$ cat src/rtl/bar_graph_pkg.sv
// Shared definitions for the Wishbone LED bar-graph slave: register map, CTRL bits, bus FSM states.
package bar_graph_pkg;

  localparam logic [1:0] REG_CTRL    = 2'd0;
  localparam logic [1:0] REG_PATTERN = 2'd1;
  localparam logic [1:0] REG_LEVEL   = 2'd2;
  localparam logic [1:0] REG_BRIGHT  = 2'd3;

  localparam int unsigned CTRL_EN    = 0;
  localparam int unsigned CTRL_MODE  = 1;
  localparam int unsigned CTRL_INV   = 2;
  localparam int unsigned CTRL_BITS  = 3;
  localparam int unsigned LEVEL_BITS = 8;

  typedef enum logic {
    S_IDLE,
    S_ACK
  } bus_state_e;

endpackage

$ cat src/rtl/wb_bar_graph_slave_if.sv
// Wishbone classic slave-port signal bundle between the intercon and the bar-graph slave.
interface wb_bar_graph_slave_if #(
  parameter int unsigned ADDR_WIDTH = 16,
  parameter int unsigned DATA_WIDTH = 16
) ();

  logic [ADDR_WIDTH-1:0] wbs_address;
  logic [DATA_WIDTH-1:0] wbs_writedata;
  logic [DATA_WIDTH-1:0] wbs_readdata;
  logic                  wbs_write;
  logic                  wbs_cycle;
  logic                  wbs_strobe;
  logic                  wbs_ack;

  modport master (
    output wbs_address, wbs_writedata, wbs_write, wbs_cycle, wbs_strobe,
    input  wbs_readdata, wbs_ack
  );

  modport slave (
    input  wbs_address, wbs_writedata, wbs_write, wbs_cycle, wbs_strobe,
    output wbs_readdata, wbs_ack
  );

endinterface

$ cat src/rtl/bar_pwm.sv
// LED datapath: pattern/thermometer select, optional invert, PWM gating and the registered led output.
module bar_pwm
  import bar_graph_pkg::*;
#(
  parameter int unsigned NUM_LEDS  = 8,
  parameter int unsigned PWM_WIDTH = 8
) (
  input  logic                  clk,
  input  logic                  reset,
  input  logic [CTRL_BITS-1:0]  ctrl,
  input  logic [NUM_LEDS-1:0]   pattern,
  input  logic [LEVEL_BITS-1:0] level,
  input  logic [PWM_WIDTH-1:0]  bright,
  output logic [NUM_LEDS-1:0]   led
);

  logic [PWM_WIDTH-1:0] pwm_cnt_q;
  logic [NUM_LEDS-1:0]  therm;
  logic [NUM_LEDS-1:0]  bar;
  logic [NUM_LEDS-1:0]  led_d;
  logic                 pwm_on;

  // Bit i lit when level exceeds i, so levels >= NUM_LEDS saturate to all on.
  always_comb begin
    therm = '0;
    for (int i = 0; i < NUM_LEDS; i++) begin
      therm[i] = (32'(level) > 32'(i));
    end
  end

  always_comb begin
    bar    = ctrl[CTRL_MODE] ? therm : pattern;
    bar    = ctrl[CTRL_INV] ? ~bar : bar;
    pwm_on = (pwm_cnt_q < bright);
    led_d  = ctrl[CTRL_EN] ? (bar & {NUM_LEDS{pwm_on}}) : '0;
  end

  always_ff @(posedge clk) begin
    if (reset) begin
      pwm_cnt_q <= '0;
      led       <= '0;
    end else begin
      pwm_cnt_q <= pwm_cnt_q + 1'b1;
      led       <= led_d;
    end
  end

endmodule

$ cat src/rtl/wb_bar_graph_slave.sv
// Wishbone classic slave holding the four bar-graph control registers; LED generation is in bar_pwm.
module wb_bar_graph_slave
  import bar_graph_pkg::*;
#(
  parameter int unsigned ADDR_WIDTH = 16,
  parameter int unsigned DATA_WIDTH = 16,
  parameter int unsigned NUM_LEDS   = 8,
  parameter int unsigned PWM_WIDTH  = 8
) (
  input  logic                clk,
  input  logic                reset,
  wb_bar_graph_slave_if.slave wbs,
  output logic [NUM_LEDS-1:0] led
);

  bus_state_e            state_q;
  logic                  ack_q;
  logic [DATA_WIDTH-1:0] rdata_q;
  logic [DATA_WIDTH-1:0] rdata_d;
  logic [CTRL_BITS-1:0]  ctrl_q;
  logic [NUM_LEDS-1:0]   pattern_q;
  logic [LEVEL_BITS-1:0] level_q;
  logic [PWM_WIDTH-1:0]  bright_q;
  logic [1:0]            reg_sel;
  logic                  unused_bits;

  assign reg_sel = wbs.wbs_address[1:0];
  // Only the word index and the low register bits are decoded.
  assign unused_bits = ^{wbs.wbs_address, wbs.wbs_writedata};

  always_comb begin
    rdata_d = '0;
    unique case (reg_sel)
      REG_CTRL:    rdata_d[CTRL_BITS-1:0]  = ctrl_q;
      REG_PATTERN: rdata_d[NUM_LEDS-1:0]   = pattern_q;
      REG_LEVEL:   rdata_d[LEVEL_BITS-1:0] = level_q;
      REG_BRIGHT:  rdata_d[PWM_WIDTH-1:0]  = bright_q;
      default:     rdata_d = '0;
    endcase
  end

  // ACK always falls back to IDLE, so a held request completes every second cycle.
  always_ff @(posedge clk) begin
    if (reset) begin
      state_q   <= S_IDLE;
      ack_q     <= 1'b0;
      rdata_q   <= '0;
      ctrl_q    <= '0;
      pattern_q <= '0;
      level_q   <= '0;
      bright_q  <= '1;
    end else begin
      unique case (state_q)
        S_IDLE: begin
          if (wbs.wbs_cycle && wbs.wbs_strobe) begin
            state_q <= S_ACK;
            ack_q   <= 1'b1;
            if (wbs.wbs_write) begin
              unique case (reg_sel)
                REG_CTRL:    ctrl_q    <= wbs.wbs_writedata[CTRL_BITS-1:0];
                REG_PATTERN: pattern_q <= wbs.wbs_writedata[NUM_LEDS-1:0];
                REG_LEVEL:   level_q   <= wbs.wbs_writedata[LEVEL_BITS-1:0];
                REG_BRIGHT:  bright_q  <= wbs.wbs_writedata[PWM_WIDTH-1:0];
                default:     ;
              endcase
            end else begin
              rdata_q <= rdata_d;
            end
          end
        end
        S_ACK: begin
          state_q <= S_IDLE;
          ack_q   <= 1'b0;
          rdata_q <= '0;
        end
        default: begin
          state_q <= S_IDLE;
          ack_q   <= 1'b0;
          rdata_q <= '0;
        end
      endcase
    end
  end

  assign wbs.wbs_ack      = ack_q;
  assign wbs.wbs_readdata = rdata_q;

  bar_pwm #(
    .NUM_LEDS  (NUM_LEDS),
    .PWM_WIDTH (PWM_WIDTH)
  ) u_bar_pwm (
    .clk     (clk),
    .reset   (reset),
    .ctrl    (ctrl_q),
    .pattern (pattern_q),
    .level   (level_q),
    .bright  (bright_q),
    .led     (led)
  );

endmodule

$ cat src/flat_wrapper.sv
// flat-port wrapper written by rule: the top's interface ports become plain ports
module wb_bar_graph_slave_flat import bar_graph_pkg::*;
#(
  parameter int unsigned ADDR_WIDTH = 16,
  parameter int unsigned DATA_WIDTH = 16,
  parameter int unsigned NUM_LEDS   = 8,
  parameter int unsigned PWM_WIDTH  = 8
)
  (clk, reset, led, wbs_wbs_address, wbs_wbs_writedata, wbs_wbs_write, wbs_wbs_cycle, wbs_wbs_strobe, wbs_wbs_readdata, wbs_wbs_ack);
  wb_bar_graph_slave_if #(.ADDR_WIDTH(ADDR_WIDTH), .DATA_WIDTH(DATA_WIDTH)) wbs_i ();
  input  logic clk;
  input  logic reset;
  output logic [NUM_LEDS-1:0] led;
  input wire logic [$bits(wbs_i.wbs_address)-1:0] wbs_wbs_address;
  input wire logic [$bits(wbs_i.wbs_writedata)-1:0] wbs_wbs_writedata;
  input wire logic [$bits(wbs_i.wbs_write)-1:0] wbs_wbs_write;
  input wire logic [$bits(wbs_i.wbs_cycle)-1:0] wbs_wbs_cycle;
  input wire logic [$bits(wbs_i.wbs_strobe)-1:0] wbs_wbs_strobe;
  output wire logic [$bits(wbs_i.wbs_readdata)-1:0] wbs_wbs_readdata;
  output wire logic [$bits(wbs_i.wbs_ack)-1:0] wbs_wbs_ack;
  assign wbs_i.wbs_address = wbs_wbs_address;
  assign wbs_i.wbs_writedata = wbs_wbs_writedata;
  assign wbs_i.wbs_write = wbs_wbs_write;
  assign wbs_i.wbs_cycle = wbs_wbs_cycle;
  assign wbs_i.wbs_strobe = wbs_wbs_strobe;
  assign wbs_wbs_readdata = wbs_i.wbs_readdata;
  assign wbs_wbs_ack = wbs_i.wbs_ack;
  wb_bar_graph_slave #(.ADDR_WIDTH(ADDR_WIDTH), .DATA_WIDTH(DATA_WIDTH), .NUM_LEDS(NUM_LEDS), .PWM_WIDTH(PWM_WIDTH)) u_core (.clk(clk), .reset(reset), .wbs(wbs_i), .led(led));
endmodule
$ cat config.mk
export PLATFORM = sky130hd
export DESIGN_NAME = wb_bar_graph_slave_flat
export DESIGN_NICKNAME = d
export VERILOG_FILES = /design/src/rtl/bar_graph_pkg.sv /design/src/rtl/wb_bar_graph_slave_if.sv /design/src/rtl/bar_pwm.sv /design/src/rtl/wb_bar_graph_slave.sv /design/src/flat_wrapper.sv
export SDC_FILE = /design/constraint.sdc
export NUM_CORES = 1
export LEC_CHECK = 0
export CORE_AREA = 2 2 83 77
export CTS_CLUSTER_DIAMETER = 60
export CTS_CLUSTER_SIZE = 8
export DETAILED_ROUTE_END_ITERATION = 6
export DIE_AREA = 0 0 85 79
export GPL_ROUTABILITY_DRIVEN = 0
export HOLD_SLACK_MARGIN = 0.06
export PLACE_DENSITY = 0.72
export SYNTH_ARGS = -nofsm -noshare
export SYNTH_HDL_FRONTEND = slang
export SYNTH_SLANG_ARGS = --single-unit
$ cat constraint.sdc
create_clock -name clk -period 1.5 [get_ports clk]
set_input_delay 0.3 -clock clk [delete_from_list [all_inputs] [get_ports clk]]
set_output_delay 0.3 -clock clk [all_outputs]
set_load 0.005 [all_outputs]
==> results.json <==
{
  "cp_max_fo": 8,
  "min_path_type": "in -> reg",
  "yosysTopAreaCell": "dfxtp_1",
  "netlist_instances": 267,
  "grtUsageMet3_pct": 4.57,
  "finalSetupViolCount": 7,
  "cts_max_path_buffers": 2,
  "insertion_delay_ns": 0.31,
  "seq_area_um2": 1080,
  "ys_types": 43,
  "fmax_mhz": 652,
  "wl_per_cell_um": 14.5,
  "grt_overflow_total": 0,
  "syn_to_final_growth_pct": 36.9,
  "cts_hold_buffers": 0,
  "finClkSkew_ns": 0.00601,
  "p_leak_nw": 1.39,
  "synth.cell_area_um2": 2500,
  "grt_max_degree": 46,
  "num_vias": 2088,
  "grt_pass1_wl_mm": 9.91,
  "cts_tree": "done",
  "synth_ff_type": "dfxtp_1",
  "dpl.hpwl_mm": 4.39,
  "pin_count": 62,
  "irDropWorstVdd_mv": 0.549,
  "cp-start-kind": "flip-flop",
  "first_global_vias": 2034,
  "fp.dieH_um": 79,
  "start_util_pct": 42.2,
  "viasPerCell": 5.11,
  "track_usage_pct": 18.8,
  "met1_usage_pct": 25.4,
  "final.setup.worst_slack_ns": -0.0327,
  "top_usage_layer": "met2",
  "end_kind": "flip-flop",
  "multi_input_area_um2": 1380,
  "fin_setup_tns_ns": -0.100,
  "drtPass1Iterations": 4,
  "crit_arrival_ns": 1.79,
  "synthTopCellsByArea": "dfxtp_1, mux2i_1, nor2_1",
  "final_core_util_pct": 57.8,
  "drt-total-wl_mm": 5.95,
  "dpl.cell_count": 398,
  "die_x_um": 85,
  "drcViolationCount": 0,
  "syn_avg_cell_area_um2": 9.35,
  "finalPower_mw": 2.90,
  "ant_nets": 0,
  "setup.worst_path.class": "reg -> reg",
  "ctsRootBufferMaster": "clkbuf_8",
  "rsz0062_at_grt": "true",
  "gr-usage-met2_pct": 30.5,
  "core_um2": 5910,
  "dpl_cell_area_um2": 3120,
  "final_layout_size_suffix_gt1_share_pct": 27.9,
  "ys_ff_latch": 53,
  "die_area_um2": 6720,
  "ys.warnings.count": 0,
  "status": "complete, but fails checks",
  "drt_iter0_markers": 104,
  "diodes": 0,
  "netlist.area_leader.share_pct": 42.5,
  "antenna_found_initial": 0,
  "synth_edf_count": 0,
  "cts_buffers": 5,
  "port_buffers": 31,
  "required_ns": 1.75,
  "finalCriticalPeriod_ns": 1.53,
  "hold_slack_ns": 0.391,
  "violations": "negative setup slack",
  "design_area_um2": 3420,
  "seq_area_frac_synth_pct": 42.5,
  "clk_pin_slew_ns": 0.10,
  "final-hold-violation-count": 0,
  "rows": 27,
  "synthArstFlopShare_pct": 0,
  "maxCapViolCount": 0,
  "cts_sinks": 53,
  "htree_levels": 2,
  "post-route-period-util_pct": 102,
  "fillerInstances": 528,
  "fin_nets": 381,
  "final_cell_count_no_fill": 409,
  "drv_slew": 0,
  "power_density_nw_per_um2": 848,
  "place_ws_ns": -0.409
}
registers in the layout (all words and copies together), names as in the netlist:
name,flops
u_core.wbs.wbs_ack,1
u_core.ctrl_q,3
u_core.level_q,8
u_core.u_bar_pwm.led,8
u_core.bright_q,8
u_core.state_q,1
u_core.pattern_q,8
u_core.u_bar_pwm.pwm_cnt_q,8
u_core.wbs.wbs_readdata,8
path summary, 6_finish.rpt:
kind         slack (ns)                                       to  depth (start not counted)                                    start
max               -0.03       u_core.u_bar_pwm.led[4]$_SDFF_PP0_                          8          u_core.bright_q[7]$_SDFFE_PP1P_
min                0.39                u_core.state_q$_SDFF_PP0_                          4                            wbs_wbs_cycle
max reg2reg       -0.03       u_core.u_bar_pwm.led[4]$_SDFF_PP0_                          8          u_core.bright_q[7]$_SDFFE_PP1P_
min reg2reg        0.51  u_core.wbs.wbs_readdata[6]$_SDFFE_PP0P_                          2  u_core.wbs.wbs_readdata[6]$_SDFFE_PP0P_
area by class of cell:
| class | count | area share, % |
|---|---|---|
| clock buffer | 5 | 2.01 |
| clock inverter | 3 | 1.90 |
| inverter | 9 | 0.988 |
| multi-input combinational | 189 | 40.3 |
| sequential | 53 | 31.5 |
| tap | 72 | 2.64 |
| timing repair buffer | 78 | 20.6 |
cell families (layout without fill, tap and decap cells):
| family | count (synthesis) | in the layout | share of synthesized area (%) |
|---|---|---|---|
| buffers and inverters | 32 | 95 | 7.81 |
| XOR/XNOR | 13 | 13 | 4.56 |
| other | 1 | 8 | 0.150 |
| multiplexers | 26 | 26 | 11.9 |
| adder cells (fa/ha/maj) | 8 | 8 | 4.01 |
| flip-flops | 53 | 53 | 42.5 |
| AND/OR/NAND/NOR | 94 | 94 | 17.3 |
| AO/OA/AOI/OAI | 40 | 40 | 11.7 |
critical path: stages, from the launching register on:
cell      delay, ns
dfxtp_2        0.34
inv_2          0.05
ha_4           0.21
buf_4          0.13
a211oi_2       0.19
o211a_1        0.22
o31ai_4        0.09
buf_12         0.14
nor2_1         0.10
Yosys cell counts, drive strengths merged (4+ instances only):
master / instances
a211o: 8
a21oi: 9
a22oi: 5
buf: 19
clkbuf: 4
dfxtp: 53
ha: 8
inv: 9
mux2i: 23
nand2: 8
nand3: 8
nor2: 53
nor2b: 5
nor3: 7
o2bb2ai: 5
xnor2: 9
xor2: 4
power breakdown:
| group | total [mW] | switching [mW] | internal, mW |
|---|---|---|---|
| registers | 1.45 | 0.0185 | 1.43 |
| clock network | 1.14 | 0.480 | 0.663 |
| logic | 0.306 | 0.145 | 0.161 |
| total | 2.90 | 0.643 | 2.26 |
placed cells by master, fill, tap and decap left out, types with 4 or more instances in the layout:
cell type        Yosys  routed
clkbuf_8             0       5
xnor2_1              9       9
ha_1                 8       5
dfxtp_2              0      13
clkdlybuf4s50_1      0      27
inv_1                9       6
mux2i_1             23      22
nor2_2               2       4
dfxtp_1             53      40
buf_4                9      42
xor2_1               4       4
a211o_1              8       8
conb_1               1       8
nor2_1              51      49
o2bb2ai_1            5       5
nand2_1              8       8
a22oi_1              5       4
nor3_1               7       6
a21oi_1              9       8
nand3_1              8       8
what timing repair did:
action	4_1_cts	5_1_grt
buffers inserted	1	3
cloned	0	0
gates resized for setup	15	27
setup endpoints to repair	20	42
pin swaps	8	3
per-layer routing:
| layer | routed length, um | vias to the layer above |
|---|---|---|
| met2 | 2830 | 60 |
| met5 | 0 | - |
| met4 | 46 | 0 |
| met1 | 2710 | 975 |
| li1 | - | 1046 |
| met3 | 360 | 7 |
Note: power is estimated with default switching activity, not from simulation.
